[config.mk]
export PLATFORM = sky130hd
export DESIGN_NAME = cacheline_burst_adapter
export DESIGN_NICKNAME = d
export VERILOG_FILES = /design/src/rtl/cpu_params.sv /design/src/rtl/lsu_types.sv /design/src/rtl/cacheline_burst_adapter.sv
export SDC_FILE = /design/constraint.sdc
export NUM_CORES = 1
export LEC_CHECK = 0
export ABC_AREA = 0
export BUFFER_PORTS_ARGS = -buffer_cell sky130_fd_sc_hd__buf_2
export CELL_PAD_IN_SITES_DETAIL_PLACEMENT = 1
export CELL_PAD_IN_SITES_GLOBAL_PLACEMENT = 1
export CORE_AREA = 2 2 289 291
export DETAILED_ROUTE_END_ITERATION = 8
export DIE_AREA = 0 0 291 293
export PLACE_DENSITY = 0.64
export SETUP_SLACK_MARGIN = 0.1
export SYNTH_ARGS = -nofsm -noshare
export SYNTH_HDL_FRONTEND = slang
export SYNTH_SLANG_ARGS = --single-unit
[constraint.sdc]
create_clock -name clk -period 7.25 [get_ports clk]
set_input_delay 0.3625 -clock clk [delete_from_list [all_inputs] [get_ports clk]]
set_output_delay 0.3625 -clock clk [all_outputs]
set_load 0.02 [all_outputs]
[src/rtl/cpu_params.sv]
// rtl/cpu_params.sv - Core-wide width parameters shared by the load/store path
package cpu_params;

   localparam int CPU_ADDR_W = 32;
   localparam int CPU_LINE_W = 256;
   localparam int CPU_BEAT_W = 64;

endpackage

[src/rtl/lsu_types.sv]
// rtl/lsu_types.sv - Adapter state encoding and burst beat-index constants
package lsu_types;

   import cpu_params::*;

   localparam int BEATS      = CPU_LINE_W / CPU_BEAT_W;
   localparam int BEAT_IDX_W = $clog2(BEATS);
   localparam int LINE_OFF_W = $clog2(CPU_LINE_W / 8);

   localparam logic [BEAT_IDX_W-1:0] LAST_BEAT = BEAT_IDX_W'(BEATS - 1);

   typedef enum logic [2:0] {
      IDLE,
      RD_REQ,
      RD_DATA,
      WR_DATA,
      RESP
   } adapter_state_e;

endpackage

[src/rtl/cacheline_burst_adapter.sv]
// rtl/cacheline_burst_adapter.sv - Cacheline <-> 4-beat DRAM burst adapter; optional line buffer via CACHELINE_ADAPTER_LINEBUF_EN
module cacheline_burst_adapter
   import cpu_params::*;
   import lsu_types::*;
#(
   parameter int ADDR_W = CPU_ADDR_W,
   parameter int LINE_W = CPU_LINE_W,
   parameter int BEAT_W = CPU_BEAT_W
) (
   input  logic              clk,
   input  logic              rst,
   input  logic [ADDR_W-1:0] ufp_addr,
   input  logic              ufp_read,
   input  logic              ufp_write,
   input  logic [LINE_W-1:0] ufp_wdata,
   output logic [LINE_W-1:0] ufp_rdata,
   output logic              ufp_resp,
   output logic [ADDR_W-1:0] bmem_addr,
   output logic              bmem_read,
   output logic              bmem_write,
   output logic [BEAT_W-1:0] bmem_wdata,
   input  logic              bmem_ready,
   input  logic [ADDR_W-1:0] bmem_raddr,
   input  logic [BEAT_W-1:0] bmem_rdata,
   input  logic              bmem_rvalid
);

   adapter_state_e          state_q, state_d;
   logic [BEAT_IDX_W-1:0]   cnt_q, cnt_d;
   logic                    ufp_resp_q, ufp_resp_d;
   logic [LINE_W-1:0]       ufp_rdata_q, ufp_rdata_d;
   logic                    bmem_read_q, bmem_read_d;
   logic                    bmem_write_q, bmem_write_d;
   logic [ADDR_W-1:0]       bmem_addr_q, bmem_addr_d;
   logic [BEAT_W-1:0]       bmem_wdata_q, bmem_wdata_d;

   logic [ADDR_W-1:0]       line_addr;
   logic                    raddr_hit;
   logic                    rd_done;
   logic                    wr_done;
   logic                    rd_hit;
   logic                    unused_offset;

   // The DRAM side only ever sees line-aligned addresses; the byte offset is dropped.
   assign line_addr     = {ufp_addr[ADDR_W-1:LINE_OFF_W], {LINE_OFF_W{1'b0}}};
   assign unused_offset = ^ufp_addr[LINE_OFF_W-1:0];
   assign raddr_hit     = bmem_rvalid && (bmem_raddr == line_addr);
   assign rd_done       = (state_q == RD_DATA) && raddr_hit && (cnt_q == LAST_BEAT);
   assign wr_done       = (state_q == WR_DATA) && bmem_ready && (cnt_q == LAST_BEAT);

`ifdef CACHELINE_ADAPTER_LINEBUF_EN
   localparam int TAG_W = ADDR_W - LINE_OFF_W;

   logic              lb_valid_q, lb_valid_d;
   logic [TAG_W-1:0]  lb_tag_q, lb_tag_d;
   logic [LINE_W-1:0] lb_data_q, lb_data_d;
   logic              lb_hit;

   assign lb_hit = lb_valid_q && (lb_tag_q == ufp_addr[ADDR_W-1:LINE_OFF_W]);
   assign rd_hit = lb_hit;

   // Buffer keeps the most recently completed read line; writes to that line keep it coherent.
   always_comb begin
      lb_valid_d = lb_valid_q;
      lb_tag_d   = lb_tag_q;
      lb_data_d  = lb_data_q;
      if (rd_done) begin
         lb_valid_d = 1'b1;
         lb_tag_d   = ufp_addr[ADDR_W-1:LINE_OFF_W];
         lb_data_d  = ufp_rdata_d;
      end else if (wr_done && lb_hit) begin
         lb_data_d  = ufp_wdata;
      end
   end

   // Line buffer storage; only the valid bit needs reset to make it inert.
   always_ff @(posedge clk or negedge rst) begin
      if (!rst) begin
         lb_valid_q <= 1'b0;
         lb_tag_q   <= '0;
         lb_data_q  <= '0;
      end else begin
         lb_valid_q <= lb_valid_d;
         lb_tag_q   <= lb_tag_d;
         lb_data_q  <= lb_data_d;
      end
   end
`else
   assign rd_hit = 1'b0;
`endif

   // Next-state and next-output logic; every output is registered so DRAM sees clean levels.
   always_comb begin
      state_d      = state_q;
      cnt_d        = cnt_q;
      ufp_resp_d   = 1'b0;
      ufp_rdata_d  = ufp_rdata_q;
      bmem_read_d  = bmem_read_q;
      bmem_write_d = bmem_write_q;
      bmem_addr_d  = bmem_addr_q;
      bmem_wdata_d = bmem_wdata_q;

      unique case (state_q)
         IDLE: begin
            cnt_d = '0;
            if (ufp_write) begin
               state_d      = WR_DATA;
               bmem_write_d = 1'b1;
               bmem_addr_d  = line_addr;
               bmem_wdata_d = ufp_wdata[BEAT_W-1:0];
            end else if (ufp_read) begin
`ifdef CACHELINE_ADAPTER_LINEBUF_EN
               if (rd_hit) begin
                  state_d     = RESP;
                  ufp_resp_d  = 1'b1;
                  ufp_rdata_d = lb_data_q;
               end else begin
                  state_d     = RD_REQ;
                  bmem_read_d = 1'b1;
                  bmem_addr_d = line_addr;
               end
`else
               state_d     = RD_REQ;
               bmem_read_d = 1'b1;
               bmem_addr_d = line_addr;
`endif
            end
         end
         RD_REQ: begin
            if (bmem_ready) begin
               state_d     = RD_DATA;
               bmem_read_d = 1'b0;
               cnt_d       = '0;
            end
         end
         RD_DATA: begin
            if (raddr_hit) begin
               ufp_rdata_d[cnt_q*BEAT_W +: BEAT_W] = bmem_rdata;
               cnt_d = cnt_q + 1'b1;
               if (rd_done) begin
                  state_d    = RESP;
                  ufp_resp_d = 1'b1;
               end
            end
         end
         WR_DATA: begin
            if (bmem_ready) begin
               cnt_d = cnt_q + 1'b1;
               if (wr_done) begin
                  state_d      = RESP;
                  ufp_resp_d   = 1'b1;
                  bmem_write_d = 1'b0;
               end else begin
                  bmem_wdata_d = ufp_wdata[cnt_d*BEAT_W +: BEAT_W];
               end
            end
         end
         RESP: begin
            state_d = IDLE;
         end
         default: begin
            state_d = IDLE;
         end
      endcase
   end

   // Control FSM and registered outputs; reset drops any partially gathered line.
   always_ff @(posedge clk or negedge rst) begin
      if (!rst) begin
         state_q      <= IDLE;
         cnt_q        <= '0;
         ufp_resp_q   <= 1'b0;
         ufp_rdata_q  <= '0;
         bmem_read_q  <= 1'b0;
         bmem_write_q <= 1'b0;
         bmem_addr_q  <= '0;
         bmem_wdata_q <= '0;
      end else begin
         state_q      <= state_d;
         cnt_q        <= cnt_d;
         ufp_resp_q   <= ufp_resp_d;
         ufp_rdata_q  <= ufp_rdata_d;
         bmem_read_q  <= bmem_read_d;
         bmem_write_q <= bmem_write_d;
         bmem_addr_q  <= bmem_addr_d;
         bmem_wdata_q <= bmem_wdata_d;
      end
   end

   assign ufp_rdata  = ufp_rdata_q;
   assign ufp_resp   = ufp_resp_q;
   assign bmem_addr  = bmem_addr_q;
   assign bmem_read  = bmem_read_q;
   assign bmem_write = bmem_write_q;
   assign bmem_wdata = bmem_wdata_q;

endmodule

After elaboration in Yosys (flattened, before gate mapping)
Cells that the tools add are included.
{ "word_totals": {"input_bits": 390, "elab_cells": 77, "regBits": 360, "out_inout_bits": 355} }
{ "classes": {"n_mux": 32, "n_eq_ne": 15, "n_addsub": 2, "shift": 3, "n_reduce_logical": 17} }
{ "ops": {"columns": ["cell", "n"], "rows": [
  ["$bwmux 256", 1],
  ["$shift 64x34->256 const A", 1],
  ["$shiftx 256x9->64", 1],
  ["$shiftx 64x34->256", 1],
  ["$mux 64", 3],
  ["$pmux 64 s2", 1],
  ["$mux 32", 2],
  ["$neg 8->34", 1],
  ["$eq 32x32->1", 1],
  ["$mux 3", 7],
  ["$ne 2x2->1 const B", 9],
  ["$reduce_and 4->1", 4],
  ["$pmux 3 s4", 1],
  ["$mux 1", 10],
  ["$pmux 2 s4", 1],
  ["$eq 3x2->1 const B", 2],
  ["$mux 2", 3],
  ["$pmux 1 s2", 3],
  ["$reduce_and 6->1", 1],
  ["$reduce_bool 2->1", 3],
  ["$logic_and 1x1->1", 5],
  ["$reduce_and 2->1", 2],
  ["$reduce_bool 4->1", 1],
  ["$eq 3x1->1 const B", 1],
  ["4 further kinds", 4]
]} }

Depth between registers and ports, before layout
Gate-level depths: netlist of the first run.
{ "logic_depth": {"depth_word": 7, "mapped_depth": 10, "depth_no_buf": 8} }

Least setup slack after synthesis of the first run
No wires, ideal clock.
{ "synth_path": {"path_kind": "input to register", "start": "input port bmem_raddr[1]", "end": "register cnt_q[1]", "required_time_ns": 7.170, "arrival_time_ns": 2.591, "cell_stages": 7, "setup_time_ns": 0.080, "path_slack_ns": 4.579, "n_path_buf": 1, "path_cell_list": "or4b_1 > a2111o_1 > or4_1 > or4_1 > buf_2 > nor2b_4 > o211ai_2"} }
{ "synth_between": {"elab_chain_len": 4} }
{ "synth_lines": {"columns": ["element", "line_no", "rtl"], "rows": [
  ["start, declared", "cacheline_burst_adapter.sv:23", "input logic [ADDR_W-1:0] bmem_raddr,"],
  ["$eq 32x32->1", "cacheline_burst_adapter.sv:47", "assign raddr_hit = bmem_rvalid && (bmem_raddr == line_addr);"],
  ["$logic_and 1x1->1", "cacheline_burst_adapter.sv:47", null],
  ["$ne 2x2->1 (no line)", null, null],
  ["$reduce_and 4->1 (no line)", null, null],
  ["end signal, assigned", "cacheline_burst_adapter.sv:180", "cnt_q <= cnt_d;"],
  ["end, declared", "cacheline_burst_adapter.sv:29", "logic [BEAT_IDX_W-1:0] cnt_q, cnt_d;"]
]} }
Every way passes these cells.
A chain may end at the register's enable or synchronous reset.

Final worst setup path of the first run
{ "layout_path": {"start": "register cnt_q[0]", "end": "register bmem_wdata_q[37], in the netlist bmem_wdata[37]"} }
{ "layout_between": {"elab_chain_len": 5} }
{ "layout_lines": {"columns": ["element", "line_no", "rtl"], "rows": [
  ["$add 2x1->2", "cacheline_burst_adapter.sv:148", "cnt_d = cnt_q + 1'b1;"],
  ["$shiftx 256x9->64", "cacheline_burst_adapter.sv:154", "bmem_wdata_d = ufp_wdata[cnt_d*BEAT_W +: BEAT_W];"],
  ["$mux 64", "cacheline_burst_adapter.sv:149", "if (wr_done) begin"],
  ["$mux 64", "cacheline_burst_adapter.sv:147", "if (bmem_ready) begin"],
  ["$pmux 64 s2", "cacheline_burst_adapter.sv:103", "unique case (state_q)"],
  ["end signal, assigned", "cacheline_burst_adapter.sv:186", "bmem_wdata_q <= bmem_wdata_d;"],
  ["end, declared", "cacheline_burst_adapter.sv:35", "logic [BEAT_W-1:0] bmem_wdata_q, bmem_wdata_d;"]
]} }
Several ways; a longest one is shown, not always the timed one. The select of a mux whose other input is x is not followed.

==> metrics.csv, run 1 <==
metric;value;unit
vias per cell;4.286;
number of max-cap violations;0;
Final Hold Fails;0;
Tcrit/Tclk final;0.5808;
Switching Fraction;0.4102;
area fraction of the dominant cell type after synthesis;0.5192;
Comb power frac;0.384;
fin cells;3597;
first-pass GRT wire length;113000;um
Hold WS;0.06792;ns
family with the most delay on the worst path;buffers and inverters;
Syn Inst Count;1774;
Port-buffer cells;734;
Initial Utilization;0.2090;
Setup CP Type;reg -> reg;
Power Total;7.458;mW
detailed-placement wirelength estimate;58560;um
Setup TNS;0;ns
Clock Path Buffers;3;
launch point of the worst path;cnt_q[0];
H-tree depth;2;
drt wl/cell;21.85;um
skew final;0.01298;ns
Area Overhead vs Synth;36.67;%
clock share of power;0.292;
via count;15415;
initial antenna violation count;55;
clock latency at the later pin of the worst-skew pair;0.56;ns
DRT iter0 DRCs;690;
path length in cells of the critical path;9;
CTS resizes;0;
worst path buffer plus inverter count;3;
TritonCTS Buffers;44;
CP Data Arrival Time;4.68;ns
Post-synth ARST share;1.000;
Post-synth EDFFs;0;
Syn. warnings;0;
PwrDens;319.0;nW/um^2
ANT nets after route;0;
clock sink total;355;
Critical Path Fanout Max;68;
pin count of the biggest net entering global routing;129;
Post-Syn Area;17110;sq um
FF-to-FF path depth;9;
shortest period the worst path allows;4.211;ns
width of the die;291;um
R2R Setup Slk;3.04;ns
Setup-failing EPs final;0;
die area;85260;sq um
Startpoint Class;register;
Crit Reg-Reg Startpoint;cnt_q[0];
cell taking the most area after synthesis;dfrtp_1;
post-layout util;0.2857;
pre-CTS setup slack;3.054;ns
CP endpoint;bmem_wdata[37];
WL final;78590;um
total track usage;0.1796;
slowest cell on the critical path;ha_4;
Syn Area/Cell;9.644;sq um
distinct cell type count after synthesis;50;
fin area;23380;sq um
core area;81850;sq um
net switching power;3.059;mW
maximum vdd drop;240.7;uV
worst path required time;7.71;ns
Critical Path, Cell by Cell;clkinv_1 -> ha_4 -> inv_1 -> nor2_4 -> buf_4 -> a221oi_1 -> nand2_1 -> o21ai_0 -> o21ai_0;
IO Pins;745;
worst hold path type;in -> reg;
std cell rows;105;
Leakage;13.24;nW
run status;finished, final reports clean;
Slew @ Worst Pin;1.038;ns
1st-pass router iterations;5;
FMAX;0.2375;GHz
RePlAce Congestion;0.8301;
CTS tree;yes;
CTS clk-pin slew, worst paths;0.06;ns
layout cell share with drive strength beyond 1;0.3449;
RSZ-0062 raised after global routing;no;
placed cell count;3491;
Root Driver;clkbuf_16;
most numerous cell on the critical path;o21ai_0;
synth top area cells;dfrtp_1 (52%), mux2i_1 (15%), nand2_1 (8.6%);
Reg power frac;0.324;
Yosys reg bits;355;
number of nets in the layout;2863;
Rel. slew slack;0.3079;
DRC;0;
Pins Over Slew Limit;0;
final worst setup slack;3.039;ns
postcts setup bufs;0;
total grt overflow;0;
Top FF cell, synth;dfrtp_1;
dpl cell area;21910;sq um
critical path capture point type;register;
R2R Path End;bmem_wdata[37];
vias in the first global route;16211;
hold_buf cts;1;
CP peak stage delay;0.91;ns
Int Power;4.398;mW
sequential cell area fraction in the yosys report;0.5192;
Die Span Y;293;um
-- worst min-delay path, delay by kind of cell --
family        cells  cell delay, ns
mux               1            0.05
simple gates      1            0.05
buf+inv           1            0.12
-- worst min path at each step --
stage | depth (start not counted) | from | slack [ns] | to
2_1_floorplan | 0 | rst | 0.07 | bmem_addr[10]
3_3_place_gp | 1 | rst | 0.42 | ufp_rdata[87]
3_5_place_dp | 1 | rst | 0.40 | ufp_rdata[78]
4_1_cts | 2 | ufp_addr[28] | 0.02 | bmem_addr[28]
5_1_grt | 2 | ufp_addr[8] | 0.03 | bmem_addr[8]
6_report | 3 | bmem_rdata[6] | 0.07 | ufp_rdata[134]
-- state kept, by name (all words and copies together), names as in the netlist --
register	cells
ufp_rdata	256
bmem_wdata	64
bmem_addr	27
state_q	3
cnt_q	2
bmem_read	1
bmem_write	1
ufp_resp	1
-- placed cells by master (no fill, tap or decap), drive strengths merged, types with 2 or more instances in the layout --
cell type	instances
buf	752
nand2	394
dfrtp	355
inv	267
mux2i	257
o21ai	133
nor2b	73
a221oi	64
clkbuf	62
diode	28
mux2	26
xor2	18
nor2	13
clkinv	11
nor3	7
xnor2	6
a21oi	6
conb	5
ha	5
or4	4
nand4	4
nor4	4
nor4b	3
nand4b	3
nand2b	2
nand3	2
o21a	2
bufinv	2
or4b	2
-- power groups by stage --
stage | sequential, mW | clock, mW | combinational [mW]
floorplan | 2.72 | 0 | 1.46
global placement | 2.43 | 0 | 2.87
detailed placement | 2.44 | 0 | 2.89
CTS | 2.42 | 2.26 | 2.90
global route | 2.45 | 2.34 | 3.16
finish | 2.42 | 2.18 | 2.86
-- layer usage --
metal	part of all wire	up-vias	track usage	wire, um
li1	-	7140	-	-
met1	0.39	7542	0.2043	30630
met2	0.50	574	0.3162	39140
met3	0.068	153	0.04992	5371
met4	0.043	6	0.07431	3408
met5	0.00056	-	0	44
-- cells in the mapped netlist, types with 2 or more instances --
library cell and count:
or4_1 4, nand4b_1 3, inv_1 265, xor2_1 18, nand4_1 4, nor2b_1 72, nand2b_1 2, dfrtp_1 355
buf_4 5, ha_1 5, nand2_1 390, mux2_2 26, o21a_1 2, nand2_2 4, a221oi_1 64, nor4_1 3
buf_2 25, xnor2_1 6, nor3_1 6, clkbuf_1 76, nor2_1 13, o21ai_0 133, nor4b_1 3, mux2i_1 257
nand3_1 2, buf_1 2, a21oi_1 6
-- cell families (layout without fill, tap and decap cells) --
group,after synthesis,in the layout,share of synthesized area
AO/OA/AOI/OAI,215,215,0.07957
flip-flops,355,355,0.5192
buffers and inverters,375,1096,0.08564
multiplexers,283,283,0.1675
other,1,33,0.0002192
XOR/XNOR,24,24,0.01229
adder cells (fa/ha/maj),5,5,0.003657
AND/OR/NAND/NOR,516,516,0.1319
-- layout make-up --
class                      count  area (sq um)
clock inverter                15         150.1
clock buffer                  62          1239
multi-input combinational   1048          6845
inverter                     266         998.5
antenna                       28         70.07
fill                        9797         58460
sequential                   355          8887
tap                         1070          1339
timing repair buffer         753          3854
Power figures use the tool's default switching activity.
==> run 2, diff against run 1 <==
Settings changed: CORE_AREA 2 2 289 291 to 2 2 288 290, DIE_AREA 0 0 291 293 to 0 0 290 292, PLACE_DENSITY 0.64 to 0.66.
Clock period 7.25 ns to 3.78 ns, I/O delays scaled along.
==> run 2 against run 1 <==
Clock-buffer cell count is the same. Die area shrank 0.68%. Sequential power grew 92%. Register-to-register slack lost 2.3 ns. Worst setup slack lost 2.3 ns. Via count grew 4.5%. Clock skew grew 0.0026 ns. Critical endpoint is now bmem_wdata[0]. Highest routed layer unchanged.
==> metrics.csv, run 2 (synthesized netlist as in run 1, its figures left out) <==
metric;value;unit;change
run status;finished, final reports clean;;
final worst setup slack;0.7007;ns;-2.339 ns
worst hold path type;in -> reg;;
H-tree depth;2;;unchanged
detailed-placement wirelength estimate;56810;um;-3.0%
Root Driver;clkbuf_16;;
Final Hold Fails;0;;unchanged
CP Data Arrival Time;3.55;ns;-1.13 ns
launch point of the worst path;cnt_q[0];;
Setup CP Type;reg -> reg;;
DRC;0;;unchanged
Clock Path Buffers;3;;unchanged
std cell rows;105;;unchanged
Setup-failing EPs final;0;;unchanged
width of the die;290;um;-0.34%
ANT nets after route;0;;unchanged
Setup TNS;0;ns;unchanged
critical path capture point type;register;;
pin count of the biggest net entering global routing;96;;-26%
clock sink total;355;;unchanged
Port-buffer cells;734;;unchanged
slowest cell on the critical path;nor2_4;;
clock latency at the later pin of the worst-skew pair;0.57;ns;about the same
Min-Delay Path Depth;3;;unchanged
maximum vdd drop;428.5;uV;+78%
die area;84680;sq um;-0.68%
most numerous cell on the critical path;o21ai_0;;
RePlAce Congestion;0.8422;;+1.5%
first-pass GRT wire length;113800;um;+0.74%
Critical Path Fanout Max;22;;-68%
layout cell share with drive strength beyond 1;0.3308;;-0.01410
drt wl/cell;20.55;um;-5.9%
DRT iter0 DRCs;637;;-7.7%
Leakage;14.06;nW;+6.2%
1st-pass router iterations;5;;unchanged
worst path required time;4.25;ns;-3.46 ns
total grt overflow;0;;unchanged
hold path startpoint;ufp_wdata[58];;
via count;16110;;+4.5%
commonest cells after routing, fill and taps aside;buf_2 (733), nand2_1 (390), dfrtp_1 (354);;
Largest register FFs;256;;unchanged
shortest period the worst path allows;3.079;ns;-1.131 ns
vias per cell;4.294;;+0.19%
Slew @ Worst Pin;0.8734;ns;-0.1647 ns
Startpoint Class;register;;
number of max-cap violations;0;;unchanged
Die Span Y;292;um;-0.34%
vias in the first global route;17413;;+7.4%
number of nets in the layout;3035;;+6.0%
WL final;77120;um;-1.9%
FMAX;0.3248;GHz;+37%
Area Overhead vs Synth;47.34;%;
PwrDens;584.5;nW/um^2;+83%
pre-CTS setup slack;0.4494;ns;-2.605 ns
post-layout util;0.3090;;+0.02330
initial antenna violation count;17;;-69%
RSZ-0062 raised after global routing;no;;
CTS tree;yes;;
IO Pins;745;;unchanged
Pins Over Slew Limit;0;;unchanged
TritonCTS Buffers;44;;unchanged
CTS clk-pin slew, worst paths;0.06;ns;about the same
Rel. slew slack;0.4095;;+0.1016
FF-to-FF path depth;9;;unchanged
Initial Utilization;0.2097;;+0.0006732
Crit Reg-Reg Startpoint;cnt_q[0];;
skew final;0.01558;ns;+0.002599 ns
Critical Path, Cell by Cell;clkinv_1 -> ha_4 -> inv_1 -> nor2_4 -> buf_4 -> a221oi_1 -> nand2_1 -> o21ai_0 -> o21ai_0;;
total track usage;0.1776;;-0.001951
Tcrit/Tclk final;0.8146;;+0.2339
core area;81580;sq um;-0.32%
CP peak stage delay;0.59;ns;-0.32 ns
most common cell after layout, fill and taps aside;buf_2;;
==> run 2: changes by cell type in the layout (fill, tap and decap cells not counted), sizes merged <==
cell	previous run	this run
buf	752	772
clkinvlp	1	0
dlygate4sd3	1	153
bufinv	2	1
clkinv	11	14
diode	28	10
==> run 2: worst max-delay path, delay by kind of cell, from the launching register on <==
family | cells | cell delay [ns]
and+or+nand+nor | 2 | 0.72
adders and majority gates | 1 | 0.41
buffers and inverters | 3 | 0.89
AOI/OAI and AO/OA | 3 | 0.42
DFF | 1 | 0.53
==> run 2: where the power goes <==
part | switching [mW] | leakage (nW) | internal [mW]
Combinational | 3.96 | 9.92 | 1.98
Sequential | 0.316 | 3.44 | 4.32
Clock | 1.77 | 0.693 | 2.38
Total | 6.05 | 14.1 | 8.68
==> run 2: worst paths after layout <==
check | endpoint | slack, ns
hold / removal | bmem_wdata[58] | 0.04
setup / recovery | bmem_wdata[0] | 0.70
min in group asynchronous | ufp_rdata[237] | 0.24
hold reg to reg | bmem_wdata[17] | 0.47
setup reg to reg | bmem_wdata[0] | 0.70
max in group asynchronous | bmem_wdata[53] | 2.54
==> run 2: timing repair <==
action / in CTS / in global routing
hold buffers: 153 / 0
hold endpoints to repair: 432 / 0
setup buffers: 0 / 0
gates resized for setup: 0 / 0
==> run 2: layer usage <==
metal | global-route usage | part of all wire
met1 | 0.2030 | 0.39
met2 | 0.3045 | 0.49
met3 | 0.04445 | 0.065
met4 | 0.09693 | 0.054
met5 | 0 | 0.00021
==> run 2: area by class of cell <==
class,count,area [sq um]
antenna,10,25.02
clock buffer,62,1249
clock inverter,16,141.4
fill,9655,56380
inverter,266,998.5
multi-input combinational,1048,6845
sequential,355,8885
tap,1070,1339
timing repair buffer,925,5725
==> run 2: per-stage QoR <==
stage / power (mW) / instances / cell area, sq um / hold slack [ns]
3_5_place_dp: 10.56 / 3511 / 22260 / 0.3076
5_1_grt: 15.65 / 3752 / 25210 / 0.01565
6_report: 14.73 / 3752 / 25210 / 0.03946
2_1_floorplan: 8.022 / 1778 / 17120 / -0.1066
4_1_cts: 14.94 / 3742 / 25180 / 0.008108
3_3_place_gp: 10.46 / 3511 / 22260 / 0.3174
==> run 3, diff against run 2 <==
Settings changed: CORE_AREA 2 2 288 290 to 2 2 292 294, DIE_AREA 0 0 290 292 to 0 0 294 296, PLACE_DENSITY 0.66 to 0.63.
Clock period 3.78 ns to 3.1 ns, I/O delays scaled along.
==> run 3 against run 2 <==
Design area up 2.2%. The run now ends with antenna rules left. Power up 24%. Critical path type unchanged. Sequential share of layout area down 0.75 points. Critical endpoint is now bmem_wdata[62].
==> metrics.csv, run 3 (synthesized netlist as in run 1, its figures left out) <==
metric;value;unit;change
# fillers;9916;;+2.7%
slowest cell on the critical path;dlygate4sd3_1;;
DRT iter0 DRCs;798;;+25%
worst hold path type;in -> reg;;
vias in the first global route;17070;;-2.0%
hold endpoint;bmem_wdata[45];;
layout cell share with drive strength beyond 1;0.3264;;-0.004391
run status;complete, but fails checks;;
R2R Path End;bmem_wdata[62];;
Setup-failing EPs final;0;;unchanged
Leakage;14.25;nW;+1.3%
Rel. slew slack;0.3430;;-0.06649
Pins Over Slew Limit;0;;unchanged
core area;84210;sq um;+3.2%
total grt overflow;0;;unchanged
launch point of the worst path;cnt_q[0];;
Largest register FFs;256;;unchanged
Initial Utilization;0.2032;;-0.006537
fin area;25760;sq um;+2.2%
DRC;0;;unchanged
clock sink total;355;;unchanged
post-layout util;0.3060;;-0.003019
pre-CTS setup slack;0.3159;ns;-0.1335 ns
FF-to-FF path depth;10;;+1
shortest period the worst path allows;2.794;ns;-0.2855 ns
most common cell after layout, fill and taps aside;buf_2;;
failing checks;antenna rules;;
Tcrit/Tclk final;0.9012;;+0.08661
std cell rows;107;;+1.9%
maximum vdd drop;778.5;uV;+82%
initial antenna violation count;48;;+31
Setup TNS;0;ns;unchanged
WL final;83100;um;+7.8%
IO Pins;745;;unchanged
Die Span Y;296;um;+1.4%
Critical Path, Cell by Cell;clkinvlp_4 -> ha_4 -> inv_1 -> buf_4 -> a21oi_4 -> clkbuf_16 -> inv_1 -> a21oi_1 -> dlygate4sd3_1 -> o21ai_0;;
most numerous cell on the critical path;inv_1;;
number of nets in the layout;3075;;+1.3%
Startpoint Class;register;;
ANT nets after route;1;;+1
R2R Setup Slk;0.31;ns;-0.39 ns
dpl cell area;22270;sq um;about the same
final worst setup slack;0.3062;ns;-0.3945 ns
Setup CP Type;reg -> reg;;
Critical Path Fanout Max;64;;+190%
clock latency at the later pin of the worst-skew pair;0.58;ns;about the same
CTS tree;yes;;
TritonCTS Buffers;45;;+2.3%
CTS clk-pin slew, worst paths;0.06;ns;about the same
skew final;0.01246;ns;-0.003120 ns
CP Data Arrival Time;3.25;ns;-0.30 ns
family with the most delay on the worst path;buffers and inverters;;
Crit Reg-Reg Startpoint;cnt_q[0];;
Slew @ Worst Pin;0.9854;ns;+0.1120 ns
hold path startpoint;ufp_wdata[237];;
drt wl/cell;21.71;um;+5.7%
Clock Path Buffers;3;;unchanged
Final Hold Fails;0;;unchanged
pin count of the biggest net entering global routing;128;;+33%
RSZ-0062 raised after global routing;no;;
worst path required time;3.55;ns;-0.70 ns
vias per cell;4.285;;-0.19%
H-tree depth;2;;unchanged
1st-pass router iterations;6;;+1
number of max-cap violations;0;;unchanged
die area;87020;sq um;+2.8%
total track usage;0.1831;;+0.005458
worst path buffer plus inverter count;6;;+3
critical path capture point type;register;;
RePlAce Congestion;0.9159;;+8.8%
CP peak stage delay;0.57;ns;-0.02 ns
Min-Delay Path Depth;5;;+2
commonest cells after routing, fill and taps aside;buf_2 (733), nand2_1 (390), dfrtp_1 (354);;
first-pass GRT wire length;117500;um;+3.2%
width of the die;294;um;+1.4%
Area Overhead vs Synth;50.59;%;
Port-buffer cells;734;;unchanged
FMAX;0.3579;GHz;+10%
Root Driver;clkbuf_16;;
PwrDens;707.2;nW/um^2;+21%
via count;16400;;+1.8%
detailed-placement wirelength estimate;60810;um;+7.1%
==> run 3: changes by cell type in the layout (fill, tap and decap cells not counted), moves of 2 or more <==
cell and delta:
dlygate4sd3_1 +41, diode_2 +16, clkinv_2 -4, buf_4 -3, clkbuf_8 +3, clkbuf_1 -2, clkbuf_16 +2, clkinvlp_4 +2
inv_16 +2
==> run 3: worst max-delay path by stage <==
| stage | cells after the start | slack (ns) | to |
|---|---|---|---|
| floorplan | 10 | 0.52 | bmem_wdata[35] |
| global placement | 7 | 0.31 | cnt_q[1] |
| detailed placement | 7 | 0.32 | cnt_q[1] |
| CTS | 10 | 0.18 | bmem_wdata[62] |
| global route | 10 | 0.13 | bmem_wdata[62] |
| finish | 10 | 0.31 | bmem_wdata[62] |
==> run 3: worst min-delay path, cell delays in order <==
cell	delay, ns
buf_2	0.08
a221oi_1	0.07
nand2_1	0.07
o21ai_0	0.06
o21ai_0	0.13
==> run 3: cell type report <==
| cell class | count | area, sq um | share of cell area |
|---|---|---|---|
| Sequential cell | 355 | 8887 | 0.3449 |
| Tap cell | 1090 | 1364 | 0.05293 |
| Timing Repair Buffer | 964 | 6130 | 0.2379 |
| Clock inverter | 14 | 160.2 | 0.006216 |
| Antenna cell | 26 | 65.06 | 0.002525 |
| Clock buffer | 64 | 1308 | 0.05075 |
| Multi-Input combinational cell | 1048 | 6849 | 0.2658 |
| Inverter | 266 | 1002 | 0.03890 |
==> run 3: layer usage <==
| metal | vias up | GRT usage | share of wire |
|---|---|---|---|
| li1 | 7568 | - | - |
| met1 | 7960 | 0.2076 | 0.39 |
| met2 | 663 | 0.3234 | 0.49 |
| met3 | 195 | 0.05179 | 0.070 |
| met4 | 14 | 0.07317 | 0.051 |
| met5 | - | 0 | 0.00099 |
==> run 3: what timing repair did <==
item,in CTS,in global routing
endpoints found under the setup margin,0,1
hold buffers,194,0
gates resized for setup,0,3
setup buffers,0,0
hold endpoints to repair,422,0
==> run 3: per-stage QoR <==
step	power [mW]	cells	hold WS [ns]
3_3_place_gp	12.63	3528	0.2641
6_report	18.22	3827	0.03730
4_1_cts	18.40	3800	0.001360
3_5_place_dp	12.71	3528	0.2755
5_1_grt	19.36	3815	0.02721
2_1_floorplan	9.782	1778	-0.1406
==> run 3: where the power goes <==
group / internal, mW / total [mW] / switching (mW)
clock: 3.11 / 5.33 / 2.22
combinational: 2.41 / 7.24 / 4.82
sequential: 5.27 / 5.65 / 0.377
